===== src/rtl/hazard_pkg.sv =====
// Shared encodings for the ID/EX hazard controller: FSM states, stall counter
// width and the packed pipeline-control bundle.
package hazard_pkg;

  localparam logic [1:0] RUN   = 2'b00;
  localparam logic [1:0] STALL = 2'b01;
  localparam logic [1:0] FLUSH = 2'b10;

  localparam int STALL_CNT_W = 3;
  localparam int REG_ZERO    = 0;

  typedef struct packed {
    logic pc_write;
    logic if_id_write;
    logic if_id_flush;
    logic id_ex_flush;
  } ctrl_t;

  localparam ctrl_t CTRL_RUN      = ctrl_t'(4'b1100);
  localparam ctrl_t CTRL_STALL    = ctrl_t'(4'b0001);
  localparam ctrl_t CTRL_REDIRECT = ctrl_t'(4'b1111);
  localparam ctrl_t CTRL_RESET    = ctrl_t'(4'b0011);

endpackage


===== src/rtl/load_use_detect.sv =====
// Combinational load-use comparator: flags an ID instruction that reads the
// destination of a load currently in EX. Register zero never creates a hazard.
module load_use_detect
  import hazard_pkg::*;
#(
  parameter int ADDR_W = 5
) (
  input  logic [ADDR_W-1:0] rs_id,
  input  logic [ADDR_W-1:0] rt_id,
  input  logic              uses_rt_id,
  input  logic              mem_read_ex,
  input  logic [ADDR_W-1:0] rt_ex,
  output logic              load_use
);

  logic rs_match;
  logic rt_match;

  assign rs_match = (rt_ex == rs_id);
  assign rt_match = uses_rt_id & (rt_ex == rt_id);

  assign load_use = mem_read_ex & (rt_ex != ADDR_W'(REG_ZERO)) & (rs_match | rt_match);

endmodule


===== src/rtl/id_ex_hazard_ctrl.sv =====
// Stall/flush controller for the PC, IF/ID and ID/EX registers.
// Define HAZARD_PERF_CNT_EN to add saturating stall_cnt/flush_cnt outputs.
module id_ex_hazard_ctrl
  import hazard_pkg::*;
#(
  parameter int STALL_CYCLES = 1,
  parameter int REG_ADDR_W   = 5
) (
  input  logic                  clk,
  input  logic                  rst_n,
  input  logic [REG_ADDR_W-1:0] rs_ID,
  input  logic [REG_ADDR_W-1:0] rt_ID,
  input  logic                  uses_rt_ID,
  input  logic                  MemRead_EX,
  input  logic [REG_ADDR_W-1:0] rt_EX,
  input  logic                  branch_taken_EX,
  input  logic                  Jump_EX,
  output logic                  pc_write,
  output logic                  if_id_write,
  output logic                  if_id_flush,
  output logic                  id_ex_flush,
  output logic [1:0]            hazard_state
`ifdef HAZARD_PERF_CNT_EN
  ,
  output logic [15:0]           stall_cnt,
  output logic [15:0]           flush_cnt
`endif
);

  localparam logic [STALL_CNT_W-1:0] STALL_RELOAD = STALL_CNT_W'(STALL_CYCLES - 1);

  logic                   load_use;
  logic                   redirect;
  logic [1:0]             state_q, state_d;
  logic [STALL_CNT_W-1:0] cnt_q, cnt_d;
  ctrl_t                  ctrl;
  ctrl_t                  ctrl_out;

  load_use_detect #(
    .ADDR_W (REG_ADDR_W)
  ) u_load_use_detect (
    .rs_id       (rs_ID),
    .rt_id       (rt_ID),
    .uses_rt_id  (uses_rt_ID),
    .mem_read_ex (MemRead_EX),
    .rt_ex       (rt_EX),
    .load_use    (load_use)
  );

  assign redirect = branch_taken_EX | Jump_EX;

  // NOTE: every output of this block gets a default first so no path infers a latch.
  always_comb begin
    state_d = state_q;
    cnt_d   = cnt_q;
    ctrl    = CTRL_RUN;
    case (state_q)
      RUN: begin
        if (redirect) begin
          ctrl    = CTRL_REDIRECT;
          state_d = FLUSH;
          cnt_d   = '0;
        end else if (load_use) begin
          ctrl = CTRL_STALL;
          if (STALL_CYCLES > 1) begin
            state_d = STALL;
            cnt_d   = STALL_RELOAD;
          end
        end
      end
      STALL: begin
        if (redirect) begin
          ctrl    = CTRL_REDIRECT;
          state_d = FLUSH;
          cnt_d   = '0;
        end else begin
          ctrl = CTRL_STALL;
          if (cnt_q <= STALL_CNT_W'(1)) begin
            state_d = RUN;
            cnt_d   = '0;
          end else begin
            cnt_d = cnt_q - STALL_CNT_W'(1);
          end
        end
      end
      // EX holds a bubble after a redirect, so its hazard inputs are meaningless.
      FLUSH: begin
        state_d = RUN;
        cnt_d   = '0;
      end
      default: begin
        state_d = RUN;
        cnt_d   = '0;
      end
    endcase
  end

  // NOTE: sequential state uses non-blocking assignments so every flop samples pre-edge values.
  always_ff @(posedge clk or negedge rst_n) begin
    if (!rst_n) begin
      state_q <= RUN;
      cnt_q   <= '0;
    end else begin
      state_q <= state_d;
      cnt_q   <= cnt_d;
    end
  end

  // Reset freezes the front end and bubbles ID/EX without waiting for a clock.
  assign ctrl_out     = rst_n ? ctrl : CTRL_RESET;
  assign pc_write     = ctrl_out.pc_write;
  assign if_id_write  = ctrl_out.if_id_write;
  assign if_id_flush  = ctrl_out.if_id_flush;
  assign id_ex_flush  = ctrl_out.id_ex_flush;
  assign hazard_state = state_q;

`ifdef HAZARD_PERF_CNT_EN
  logic        stall_cycle;
  logic        redirect_cycle;
  logic [15:0] stall_cnt_q, stall_cnt_d;
  logic [15:0] flush_cnt_q, flush_cnt_d;

  assign stall_cycle    = ctrl_out.id_ex_flush & ~ctrl_out.if_id_flush;
  assign redirect_cycle = rst_n & ctrl.if_id_flush & ctrl.id_ex_flush;

  always_comb begin
    stall_cnt_d = stall_cnt_q;
    flush_cnt_d = flush_cnt_q;
    if (stall_cycle && (stall_cnt_q != 16'hFFFF)) stall_cnt_d = stall_cnt_q + 16'd1;
    if (redirect_cycle && (flush_cnt_q != 16'hFFFF)) flush_cnt_d = flush_cnt_q + 16'd1;
  end

  always_ff @(posedge clk or negedge rst_n) begin
    if (!rst_n) begin
      stall_cnt_q <= '0;
      flush_cnt_q <= '0;
    end else begin
      stall_cnt_q <= stall_cnt_d;
      flush_cnt_q <= flush_cnt_d;
    end
  end

  assign stall_cnt = stall_cnt_q;
  assign flush_cnt = flush_cnt_q;
`endif

endmodule


===== config.mk =====
export PLATFORM = sky130hd
export DESIGN_NAME = id_ex_hazard_ctrl
export DESIGN_NICKNAME = d
export VERILOG_FILES = /design/src/rtl/hazard_pkg.sv /design/src/rtl/load_use_detect.sv /design/src/rtl/id_ex_hazard_ctrl.sv
export SDC_FILE = /design/constraint.sdc
export NUM_CORES = 1
export LEC_CHECK = 0
export CORE_AREA = 2 2 39 41
export DETAILED_ROUTE_END_ITERATION = 10
export DIE_AREA = 0 0 41 43
export REMOVE_ABC_BUFFERS = 1
export SLEW_MARGIN = 15
export SYNTH_ARGS = -nofsm -noshare
export SYNTH_HDL_FRONTEND = slang
export SYNTH_HIERARCHICAL = 1
export SYNTH_SLANG_ARGS = --single-unit

===== constraint.sdc =====
create_clock -name clk -period 2 [get_ports clk]
set_clock_uncertainty 0.05 [all_clocks]
set_input_delay 0.2 -clock clk [delete_from_list [all_inputs] [get_ports clk]]
set_output_delay 0.2 -clock clk [all_outputs]
set_load 0.1 [all_outputs]

# ---- Word level (Yosys, flattened, before mapping)
# Cells that the tools add are included.
dict set report word_totals {
  word_cells 30
  register_bits 5
  output_inout_bits 6
}
dict set report classes {
  n_bitwise 5
  order_cmp 1
  n_reduce_logical 3
  mux 13
  n_eq_ne 5
  n_addsub 1
}
# cell count
set ops {}
lappend ops {{4-bit 2-to-1 mux} 4}
lappend ops {{5-bit == test} 2}
lappend ops {{3-bit 2-to-1 mux} 3}
lappend ops {{4-bit one-hot mux with 2 select lines} 1}
lappend ops {{2-bit 2-to-1 mux} 3}
lappend ops {{3-bit one-hot mux with 2 select lines} 1}
lappend ops {{5-bit nonzero test} 1}
lappend ops {{2-bit one-hot mux with 2 select lines} 1}
lappend ops {{1-bit AND} 3}
lappend ops {{3-bit by 1-bit <= comparator with 1-bit output, second input constant} 1}
lappend ops {{3-bit inequality test, second input constant} 1}
lappend ops {{3-bit by 1-bit subtractor with 3-bit output, second input constant} 1}
lappend ops {{2-bit by 1-bit == test with 1-bit output, second input constant} 1}
lappend ops {{2-bit logical NOT} 1}
lappend ops {{2-bit inequality test, second input constant} 1}
lappend ops {{1-bit bitwise OR} 2}
lappend ops {{2-bit AND reduction} 1}

# ---- Logic depth before layout (Yosys ltp)
dict set report logic_depth {
  depth_word 8
  mapped_depth 6
  ltp_nobuf 6
}

# ---- Modules after synthesis
# The synthesis kept the hierarchy.
# module n_inst area_per_inst_um2 seq_area_each_um2 cells_per_inst
set modules_own_cells {}
lappend modules_own_cells {load_use_detect 1 132.6 0.0 17}
lappend modules_own_cells {id_ex_hazard_ctrl 1 80.1 25.0 12}

# ---- Worst setup path before layout
# Ideal clock, no wire load.
dict set report synth_path {
  path_kind {input to output}
  startpoint {input port rt_EX[0]}
  endpoint {output port pc_write}
  required_time_ps 1750
  cell_stages 5
  slack_ps -1377
  arrival_ps 3127
  n_path_buf 1
  path_cell_list {or4_1 o21ai_1 a21oi_1 a31oi_1 buf_4}
}
dict set report synth_between {
  elab_chain_cells 8
}
# item line
set synth_lines {}
lappend synth_lines {{start: declaration} id_ex_hazard_ctrl.sv:15} ;# input logic [REG_ADDR_W-1:0] rt_EX,
lappend synth_lines {{5-bit == test} load_use_detect.sv:20} ;# assign rt_match = uses_rt_id & (rt_ex == rt_id);
lappend synth_lines {{1-bit AND} load_use_detect.sv:20}
lappend synth_lines {{1-bit bitwise OR} load_use_detect.sv:22} ;# assign load_use = mem_read_ex & (rt_ex != ADDR_W'(REG_ZERO)) & (rs_match | rt_match);
lappend synth_lines {{1-bit AND *} load_use_detect.sv:22}
lappend synth_lines {{named net load_use} id_ex_hazard_ctrl.sv:32} ;# logic load_use;
lappend synth_lines {{4-bit 2-to-1 mux *} id_ex_hazard_ctrl.sv:63} ;# end else if (load_use) begin
lappend synth_lines {{4-bit 2-to-1 mux *} id_ex_hazard_ctrl.sv:59} ;# if (redirect) begin
lappend synth_lines {{4-bit one-hot mux with 2 select lines *} id_ex_hazard_ctrl.sv:57} ;# case (state_q)
lappend synth_lines {{4-bit 2-to-1 mux *} id_ex_hazard_ctrl.sv:110} ;# assign ctrl_out = rst_n ? ctrl : CTRL_RESET;
lappend synth_lines {{end: declaration} id_ex_hazard_ctrl.sv:18} ;# output logic pc_write,
# The timed path passes the listed nets; every way through them passes the cells marked *.

# ---- Worst setup path in the final report
dict set report layout_path {
  startpoint {input port rt_EX[0]}
  endpoint {output port id_ex_flush}
}
dict set report layout_between {
  elab_chain_cells 8
}
# item line
set layout_lines {}
lappend layout_lines {{5-bit == test} load_use_detect.sv:20}
lappend layout_lines {{1-bit AND} load_use_detect.sv:20}
lappend layout_lines {{1-bit bitwise OR} load_use_detect.sv:22}
lappend layout_lines {{1-bit AND *} load_use_detect.sv:22}
lappend layout_lines {{named net load_use} id_ex_hazard_ctrl.sv:32}
lappend layout_lines {{4-bit 2-to-1 mux *} id_ex_hazard_ctrl.sv:63}
lappend layout_lines {{4-bit 2-to-1 mux *} id_ex_hazard_ctrl.sv:59}
lappend layout_lines {{4-bit one-hot mux with 2 select lines *} id_ex_hazard_ctrl.sv:57}
lappend layout_lines {{4-bit 2-to-1 mux *} id_ex_hazard_ctrl.sv:110}
lappend layout_lines {{end: declaration} id_ex_hazard_ctrl.sv:21} ;# output logic id_ex_flush,
# Marked as above.

==> results.md <==
* Status: completed
* Final hold violation count at 0
* Flop pwr share at 12.4%
* Sw frac at 51.63%
* Max reg flops at 1
* Worst EP arrival at 1680 ps
* Layout Utilization at 41.05%
* Place WS at -248.6 ps
* Initial DRC Count at 4
* Reg2reg start: hazard_state[1]
* Vias per Instance at 3.947
* Critical Path Source Type: primary input
* Fin Hold WS at 341.1 ps
* DRT antenna net count at 0
* DP HPWL at 574.9 um
* WP depth at 8
* GR Util All Layers at 7.415%
* Tot Pwr at 0.2088 mW
* Worst R2R End: hazard_state[1]
* Core box area at 0.001384 sq mm
* P&R area growth vs syn at 167.1%
* Routed WL at 675 um
* Setup-failing EPs final at 0
* Crit-path max FO at 3
* Die ar. at 0.001763 sq mm
* Yosys reg bits at 1
* First-pass GRT wire length at 993 um
* Crit path max-delay family: simple AND/OR/NAND/NOR gates
* Most frequent cells in the layout: clkdlybuf4s50_1, buf_4, xor2_1
* Largest net degree at the start of global routing at 6
* Synth top area share at 28.82%
* Crit path kind: in2out
* CP Capture Type: primary output
* Most common cell after layout, fill and taps aside: clkdlybuf4s50_1
* Part of the cycle the worst path needs at 96.60%
* Synth unique cells at 15
* Slowest cell on the critical path: or4_4
* Worst reg-to-reg path cell count at 1
* Worst setup margin at 68.06 ps
* Worst VDD drop at 119.8 uV
* Warnings, synthesis at 6
* Initial core utilization at 15.37%
* Int Pwr at 0.1010 mW
* Nets at 82
* Crit path cell chain: clkdlybuf4s15_1 -> or4_4 -> o21ai_2 -> a21oi_2 -> nor3_2 -> o21ai_1 -> buf_4 -> buf_12
* Total grt overflow at 0
* DRC violations left at 0
* Register area share after synthesis at 11.76%
* Maxcap violations at 0
* Area of placed instances at 558.0 sq um
* Core Rows at 14
* Leading area contributor after synthesis: xor2_1
* Comb pwr share at 87.6%
* DRT Pass-1 Iters at 2
* Cells after synthesis at 29
* Worst Path Required at 1750 ps
* Largest stage delay on the critical path at 540 ps
* Clock group share of total power at 0%
* Minimum clock period at 1932 ps
* P_sw at 0.1078 mW
* Worst-path clk slew at 0 ps
* Antenna diodes at 0
* Top post-synthesis cells by area: xor2_1, xnor2_1, dfrtp_1, buf_4, nor4_2
* P per Cell Area at 367.7 mW/mm^2
* Clock Latency Late Sink at 0 ps
* Critical path endpoint: id_ex_flush
* Post-Syn Area at 212.7 sq um
* RSZ-0062 raised after global routing: no
* Layout cells sized above 1 at 37.29%
* Max Clk Rate at 517.6 MHz
* Routed WL per cell at 9.000 um
* Vias in the first global route at 260
* CP Buf/Inv Count at 3
* Port bufs at 25
* Crit path from: rt_EX[0]
* I/O pins at 27
* Global placement routability congestion at 0.6777
* R2r setup slk at 1370 ps
* Die H at 43 um
* Average cell area after synthesis at 7.335 sq um
* Die width at 41 um
* Pleak at 0.2764 nW
* Max Slew Vio Count at 0
* Worst Hold Class: in2async
* Design Area, Final at 568.0 sq um
* Via count at 296
* Initial antenna violation count at 0
power by group through the flow:
stage / clock, mW / combinational (mW) / sequential (mW)
final: 0 / 0.183 / 0.0258
after global routing: 0 / 0.193 / 0.0262
after CTS: 0 / 0.182 / 0.0259
after detailed placement: 0 / 0.185 / 0.0257
after global placement: 0 / 0.185 / 0.0256
after floorplan: 0 / 0.0768 / 0.0425
metal layers:
layer	track usage [%]	vias up	part of all wire (%)
met4	0	0	0
met3	0	0	8.3
li1	-	156	-
met1	10.86	124	43
met5	0	-	0
met2	12.50	16	48
repair_timing:
item | CTS | global route
buffers inserted | 0 | 0
resized for setup | 9 | 18
pin swaps | 7 | 11
endpoints found under the setup margin | 3 | 3
hold buffers | 0 | 0
metrics by stage:
| step | setup TNS (ps) | cells |
|---|---|---|
| finish | 0 | 75 |
| global route | 0 | 75 |
| CTS | 0 | 75 |
| detailed placement | -538.1 | 75 |
| global placement | -484.1 | 75 |
| floorplan | -7330 | 27 |
worst min path at each step:
stage / slack [ps] / startpoint / cells past startpoint / to
6_report: 340 / rst_n / 1 / hazard_state[1]
5_1_grt: 350 / rst_n / 1 / hazard_state[1]
4_1_cts: 340 / rst_n / 1 / hazard_state[1]
3_5_place_dp: 340 / rst_n / 1 / hazard_state[1]
3_3_place_gp: 340 / rst_n / 1 / hazard_state[1]
2_1_floorplan: -150 / rst_n / 0 / hazard_state[1]
cells in the mapped netlist, drive strengths merged:
library cell	n
nor4	1
dfrtp	1
buf	2
a31oi	1
nor3	2
o21ai	3
nand3	2
a21oi	1
nor2	2
conb	1
inv	2
xor2	7
or4	1
xnor2	3
final cells by class:
type | count | area, sq um
fillers | 156 | 815.8
inverters | 2 | 7.507
multi-input cells | 24 | 186.4
flip-flops and latches | 1 | 25.02
well taps | 16 | 20.02
repair buffers | 32 | 329.1
kinds of logic after synthesis:
logic type	share of synthesized area [%]
DFF	11.76
other	1.763
AOI/OAI and AO/OA	12.35
and+or+nand+nor	22.36
buffers and inverters	10.59
xor gates and xnor gates	41.18
Power figures use the tool's default switching activity.
